==> src/rtl/group_accumulator_pkg.sv <==
// Shared defaults and sizing helpers for the group accumulator slice.
package group_accumulator_pkg;

  localparam int DW_DATA_DEF = 32;
  localparam int DW_ACC_DEF  = 48;

  // Counter width that stays legal when the group length is 1.
  function automatic int cnt_width(input int k_len);
    return (k_len > 1) ? $clog2(k_len) : 1;
  endfunction

endpackage

==> src/rtl/group_accumulator_fifo.sv <==
// First-word-fall-through FIFO with occupancy output and synchronous flush.
module sync_fifo #(
  parameter  int DW    = 48,
  parameter  int DEPTH = 4,
  localparam int AW    = (DEPTH > 1) ? $clog2(DEPTH) : 1,
  localparam int LW    = $clog2(DEPTH + 1)
) (
  input  logic          clk,
  input  logic          reset_n,
  input  logic          clear,
  input  logic          push,
  input  logic [DW-1:0] wdata,
  input  logic          pop,
  output logic [DW-1:0] rdata,
  output logic          full,
  output logic          empty,
  output logic [LW-1:0] level
);

  logic [DW-1:0] mem [DEPTH];
  logic [AW-1:0] wr_ptr;
  logic [AW-1:0] rd_ptr;
  logic [LW-1:0] count;
  logic          do_push;
  logic          do_pop;

  assign full    = (count == LW'(DEPTH));
  assign empty   = (count == '0);
  assign level   = count;
  assign rdata   = mem[rd_ptr];
  assign do_pop  = pop && !empty;
  // A push into a full FIFO only lands when the head leaves in the same cycle.
  assign do_push = push && (!full || do_pop);

  // NOTE: the storage is reset too, so the head reads 0 straight out of reset;
  // clear only rewinds pointers and leaves stale words behind the empty flag.
  always_ff @(posedge clk or negedge reset_n) begin
    if (!reset_n) begin
      wr_ptr <= '0;
      rd_ptr <= '0;
      count  <= '0;
      for (int i = 0; i < DEPTH; i++) mem[i] <= '0;
    end else if (clear) begin
      wr_ptr <= '0;
      rd_ptr <= '0;
      count  <= '0;
    end else begin
      if (do_push) begin
        mem[wr_ptr] <= wdata;
        wr_ptr      <= wr_ptr + AW'(1);
      end
      if (do_pop) rd_ptr <= rd_ptr + AW'(1);
      case ({do_push, do_pop})
        2'b10:   count <= count + LW'(1);
        2'b01:   count <= count - LW'(1);
        default: count <= count;
      endcase
    end
  end

endmodule

==> src/rtl/group_accumulator.sv <==
// Reduces each run of K_LEN valid words into one signed sum and queues the
// sums toward writeback; the input is never stalled, lost sums set overflow.
module group_accumulator
  import group_accumulator_pkg::*;
#(
  parameter  int DW_DATA = DW_DATA_DEF,
  parameter  int DW_ACC  = DW_ACC_DEF,
  parameter  int K_LEN   = 8,
  parameter  int DEPTH   = 4,
  localparam int DW_CNT  = $clog2(DEPTH + 1)
) (
  input  logic              clk,
  input  logic              reset_n,
  input  logic              clear,
  input  logic              in_valid,
  input  logic [DW_DATA-1:0] in_data,
  output logic              out_valid,
  input  logic              out_ready,
  output logic [DW_ACC-1:0] out_data,
  output logic [DW_CNT-1:0] level,
  output logic              busy,
  output logic              overflow
);

  localparam int            CW   = cnt_width(K_LEN);
  localparam logic [CW-1:0] LAST = CW'(K_LEN - 1);

  logic [CW-1:0]     cnt;
  logic [DW_ACC-1:0] acc;
  logic [DW_ACC-1:0] sum_next;
  logic              last_word;
  logic              push;
  logic              pop;
  logic              drop;
  logic              full;
  logic              empty;

  assign sum_next  = acc + DW_ACC'($signed(in_data));
  assign last_word = in_valid && (cnt == LAST);
  assign push      = last_word && !clear;
  assign pop       = !empty && out_ready && !clear;
  assign drop      = push && full && !pop;

  assign out_valid = !empty;
  assign busy      = (cnt != '0);

  always_ff @(posedge clk or negedge reset_n) begin
    if (!reset_n) begin
      acc      <= '0;
      cnt      <= '0;
      overflow <= 1'b0;
    end else if (clear) begin
      acc      <= '0;
      cnt      <= '0;
      overflow <= 1'b0;
    end else begin
      if (in_valid) begin
        // The group restarts even when its completed sum has nowhere to go.
        if (cnt == LAST) begin
          acc <= '0;
          cnt <= '0;
        end else begin
          acc <= sum_next;
          cnt <= cnt + CW'(1);
        end
      end
      if (drop) overflow <= 1'b1;
    end
  end

  sync_fifo #(
    .DW    (DW_ACC),
    .DEPTH (DEPTH)
  ) u_fifo (
    .clk     (clk),
    .reset_n (reset_n),
    .clear   (clear),
    .push    (push),
    .wdata   (sum_next),
    .pop     (pop),
    .rdata   (out_data),
    .full    (full),
    .empty   (empty),
    .level   (level)
  );

endmodule

==> config.mk <==
export PLATFORM = sky130hd
export DESIGN_NAME = group_accumulator
export DESIGN_NICKNAME = d
export VERILOG_FILES = /design/src/rtl/group_accumulator_pkg.sv /design/src/rtl/group_accumulator_fifo.sv /design/src/rtl/group_accumulator.sv
export SDC_FILE = /design/constraint.sdc
export NUM_CORES = 1
export LEC_CHECK = 0
export CAP_MARGIN = 10
export CORE_MARGIN = 1.5
export CORE_UTILIZATION = 60
export CTS_CLUSTER_SIZE = 30
export DETAILED_ROUTE_END_ITERATION = 6
export HOLD_SLACK_MARGIN = 0.06
export PLACE_DENSITY_LB_ADDON = 0.25
export RECOVER_POWER = 25
export SLEW_MARGIN = 20
export SYNTH_ARGS = -nofsm -noshare
export SYNTH_HDL_FRONTEND = slang
export SYNTH_SLANG_ARGS = --single-unit
==> constraint.sdc <==
create_clock -name clk -period 4 [get_ports clk]
set_input_delay 0.8 -clock clk [delete_from_list [all_inputs] [get_ports clk]]
set_output_delay 0.8 -clock clk [all_outputs]
set_load 0.05 [all_outputs]
==> impl_results.md <==
* Synth area leaders: sky130_fd_sc_hd__dfrtp_1 (46%), sky130_fd_sc_hd__nand2_1 (9.1%), sky130_fd_sc_hd__mux4_2 (7.9%)
* Clock Latency Late Sink at 0.54 ns
* Syn Area/Cell at 10.43 um2
* Min Tclk post-route at 3.688 ns
* Final worst slack at 0.3122 ns
* Final total negative setup slack at 0 ns
* Drt first-iter violations at 1044
* Worst slack at placement at -0.001378 ns
* Clock share of power at 0.387
* Predominant post-synthesis flop cell: sky130_fd_sc_hd__dfrtp_1
* Worst Path Max Fanout at 19
* Netlist area before placement at 13630 um2
* Actual slew at the worst max-slew pin at 2.465 ns
* Yosys top cell by area: sky130_fd_sc_hd__dfrtp_1
* # clock sinks at 251
* Share of the yosys chip area belonging to registers at 0.4608
* Relative contribution of combinational cells to total power at 0.233
* Die Outline Area at 23630 um2
* Number of warning messages in the yosys log at 0
* GR Overflow Total at 0
* CTS tree: built
* First drt pass iteration count at 5
* H-tree Lvls at 1
* Sum of net half-perimeters after detailed placement at 22.46 mm
* Overall global routing resource usage at 0.2933
* Worst EP required at 3.20 ns
* First-pass GRT wire length at 55.46 mm
* Number of enable flip-flop cells after synthesis at 0
* Max Cap Viol at 1
* Sequential cell fraction of total power at 0.380
* CTS root buffer: sky130_fd_sc_hd__clkbuf_16
* Hold Fails Final Rpt at 0
* Run status: complete, but fails checks
* Share of flip-flops with an asynchronous set or reset after synthesis at 1.000
* Wire per inst at 19.91 um
* Data arrival at the endpoint of the critical path at 2.89 ns
* Global placement routability congestion at 0.9331
* Number of synthesized register bits at 251
* Crit Path Category: reg2out
* Fin. max-slew vios at 97
* Initial antenna violation count at 0
* Crit share post-route at 0.9220
* Min-Delay Path Class: reg2reg
* Ports at 91
* RSZ-0062 raised after global routing: no
* Worst setup EP type: output pin
* Filler cells at 1547
* Clock-pin transition on the worst setup and hold timing paths at 0.06 ns
* Standard-cell row count at 54
* Number of buffers added on ports at 90
* Skew final at 0.01790 ns
* Share of Yosys cell area claimed by the top area cell type at 0.4608
* P&R area growth vs syn at 17.55%
* Number of global-route vias before repair at 10630
* Power density over the cells at 441.5 nW/um2
* Count of instances resized after the clock tree is built at 0
* Worst vdd ir at 0.3224 mV
* Setup Viol. Count Final at 0
* Maximum number of pins on one net before global-route repair at 98
* Post-detailed-routing wire length at 33.90 mm
* N_diodes at 0
* Die width at 153.7 um
* Area of the placeable core at 22030 um2
* Antenna violation net count after detailed routing at 0
* Type of origin of the critical path: register
* Synth Net Count at 1400
* Total setup buffers inserted after CTS at 0
* Int Power at 4.906 mW
* Vias after detailed routing at 10470
* Hold buffer count at cts at 0
* Standby leakage power at 7.819 nW
* Detailed-route DRC error count at 0
* Relative slew margins at -0.6434
* Peak Freq at 271.2 MHz
* DIE HEIGHT at 153.7 um
* Initial Utilization at 0.6188
* Count of nets after finishing at 1495
* Violations in the final reports: max-capacitance violations, max-slew violations
* Vias per inst at 6.150
* Switching part of the total at 0.3065
* Share of layout cells above drive strength 1 at 0.1764
* Sw Pwr at 2.168 mW
* Count of distinct cell types in the synthesized netlist at 78
* Maximum root-to-sink buffer count at 3
* Number of CTS-inserted buffers at 27
* Cell count after synthesis at 1307
final timing paths:
path                            depth (start not counted)             start              end  slack, ns
worst min-delay path                                    2    u_fifo.mem[52]   u_fifo.mem[52]       0.47
min in group asynchronous                               1           reset_n   u_fifo.mem[53]       0.99
worst max-delay path                                    3  u_fifo.rd_ptr[0]     out_data[22]       0.31
worst min register to register                          2    u_fifo.mem[52]   u_fifo.mem[52]       0.47
worst max register to register                         12            acc[5]  u_fifo.mem[162]       0.78
max in group asynchronous                               2           reset_n   u_fifo.mem[24]       0.77
critical path, stage by stage, from the launching register on:
cell and delay (ns):
sky130_fd_sc_hd__dfrtp_4 0.71, sky130_fd_sc_hd__buf_4 0.35, sky130_fd_sc_hd__mux4_2 0.56, sky130_fd_sc_hd__clkdlybuf4s50_1 0.72
power groups by stage:
stage / sequential (mW) / combinational (mW) / clock [mW]
floorplan: 2.71 / 1.14 / 0
global placement: 2.73 / 1.58 / 0
detailed placement: 2.73 / 1.61 / 0
CTS: 2.69 / 1.63 / 2.76
global route: 2.70 / 1.80 / 2.86
finish: 2.69 / 1.65 / 2.74
state kept, by name, summed over array words and instances (netlist names):
signal,cells
u_fifo.mem,192
acc,48
cnt,3
u_fifo.level,3
u_fifo.rd_ptr,2
u_fifo.wr_ptr,2
overflow,1
metal layers:
layer	GRT usage	part of all wire
met5	0	0
met4	0.07767	0.020
met3	0.03749	0.058
met2	0.4846	0.48
met1	0.4133	0.44
cells by family after synthesis:
kind of cell             synth area share
AND/OR/NAND/NOR                    0.1464
AO/OA/AOI/OAI                      0.1372
flip-flops                         0.4608
multiplexers                       0.1432
buffers and inverters             0.02681
adder cells (fa/ha/maj)           0.05251
XOR/XNOR                          0.03305
layout by cell type (no fill, tap or decap), types with 4 or more instances in the layout:
cell type and n:
sky130_fd_sc_hd__nand3_1 20, sky130_fd_sc_hd__o21bai_1 11, sky130_fd_sc_hd__buf_12 4, sky130_fd_sc_hd__xor2_1 20
sky130_fd_sc_hd__nand2_2 4, sky130_fd_sc_hd__a211oi_1 5, sky130_fd_sc_hd__a221oi_1 4, sky130_fd_sc_hd__xnor2_1 25
sky130_fd_sc_hd__nor2_1 53, sky130_fd_sc_hd__o21ai_0 64, sky130_fd_sc_hd__ha_1 54, sky130_fd_sc_hd__buf_4 46
sky130_fd_sc_hd__nand4_1 15, sky130_fd_sc_hd__o21a_1 6, sky130_fd_sc_hd__and3_1 4, sky130_fd_sc_hd__or3_1 7
sky130_fd_sc_hd__or4_1 5, sky130_fd_sc_hd__o21ai_1 5, sky130_fd_sc_hd__a21oi_1 45, sky130_fd_sc_hd__clkdlybuf4s50_1 89
sky130_fd_sc_hd__a22o_1 37, sky130_fd_sc_hd__o211ai_1 6, sky130_fd_sc_hd__inv_1 19, sky130_fd_sc_hd__a31oi_1 6
sky130_fd_sc_hd__bufinv_16 6, sky130_fd_sc_hd__a21o_1 25, sky130_fd_sc_hd__mux2i_1 6, sky130_fd_sc_hd__nand2_1 328
sky130_fd_sc_hd__clkbuf_16 27, sky130_fd_sc_hd__clkinv_2 4, sky130_fd_sc_hd__mux2_2 65, sky130_fd_sc_hd__mux4_2 48
sky130_fd_sc_hd__nor3_1 17, sky130_fd_sc_hd__o31ai_1 8, sky130_fd_sc_hd__dfrtp_1 249
area by class of cell:
cell class / count / area (um2) / share of cell area
Sequential cell: 251 / 6286 / 0.3923
Clock buffer: 32 / 714.4 / 0.04459
Tap cell: 280 / 350.3 / 0.02187
Timing Repair Buffer: 141 / 1329 / 0.08294
Multi-Input combinational cell: 962 / 7004 / 0.4372
Clock inverter: 18 / 266.5 / 0.01663
Inverter: 19 / 71.32 / 0.004451
metrics by stage:
stage               utilization  std cells  cell area, um2  power (mW)  hold slack [ns]
global placement         0.6839       1653           15060       4.311           0.4524
global route             0.7274       1703           16020       7.361           0.4932
detailed placement       0.6839       1653           15060       4.342           0.4566
CTS                      0.7284       1703           16040       7.073           0.3179
floorplan                     -       1307           13630       3.854           0.4405
finish                   0.7274       1703           16020       7.074           0.4655
synthesized netlist by cell type, drive strengths merged (2+ instances only):
master    n
o211ai    7
or4       5
o21bai   12
nand3    20
xor2     20
a221oi    6
and3      4
inv      19
a21o     25
xnor2    27
nor3     18
mux2     71
nand2   332
a22o     37
o21a      6
nand4    15
mux2i     6
fa        2
clkbuf   58
or3       7
nand2b    2
and2      7
ha       54
nor2b     3
nor4      3
a211oi    6
o21ai    73
dfrtp   251
buf      17
a21boi    5
a31oi     8
a21oi    49
o31ai     8
mux4     48
nor2     54
(Power assumes the default switching activity.)
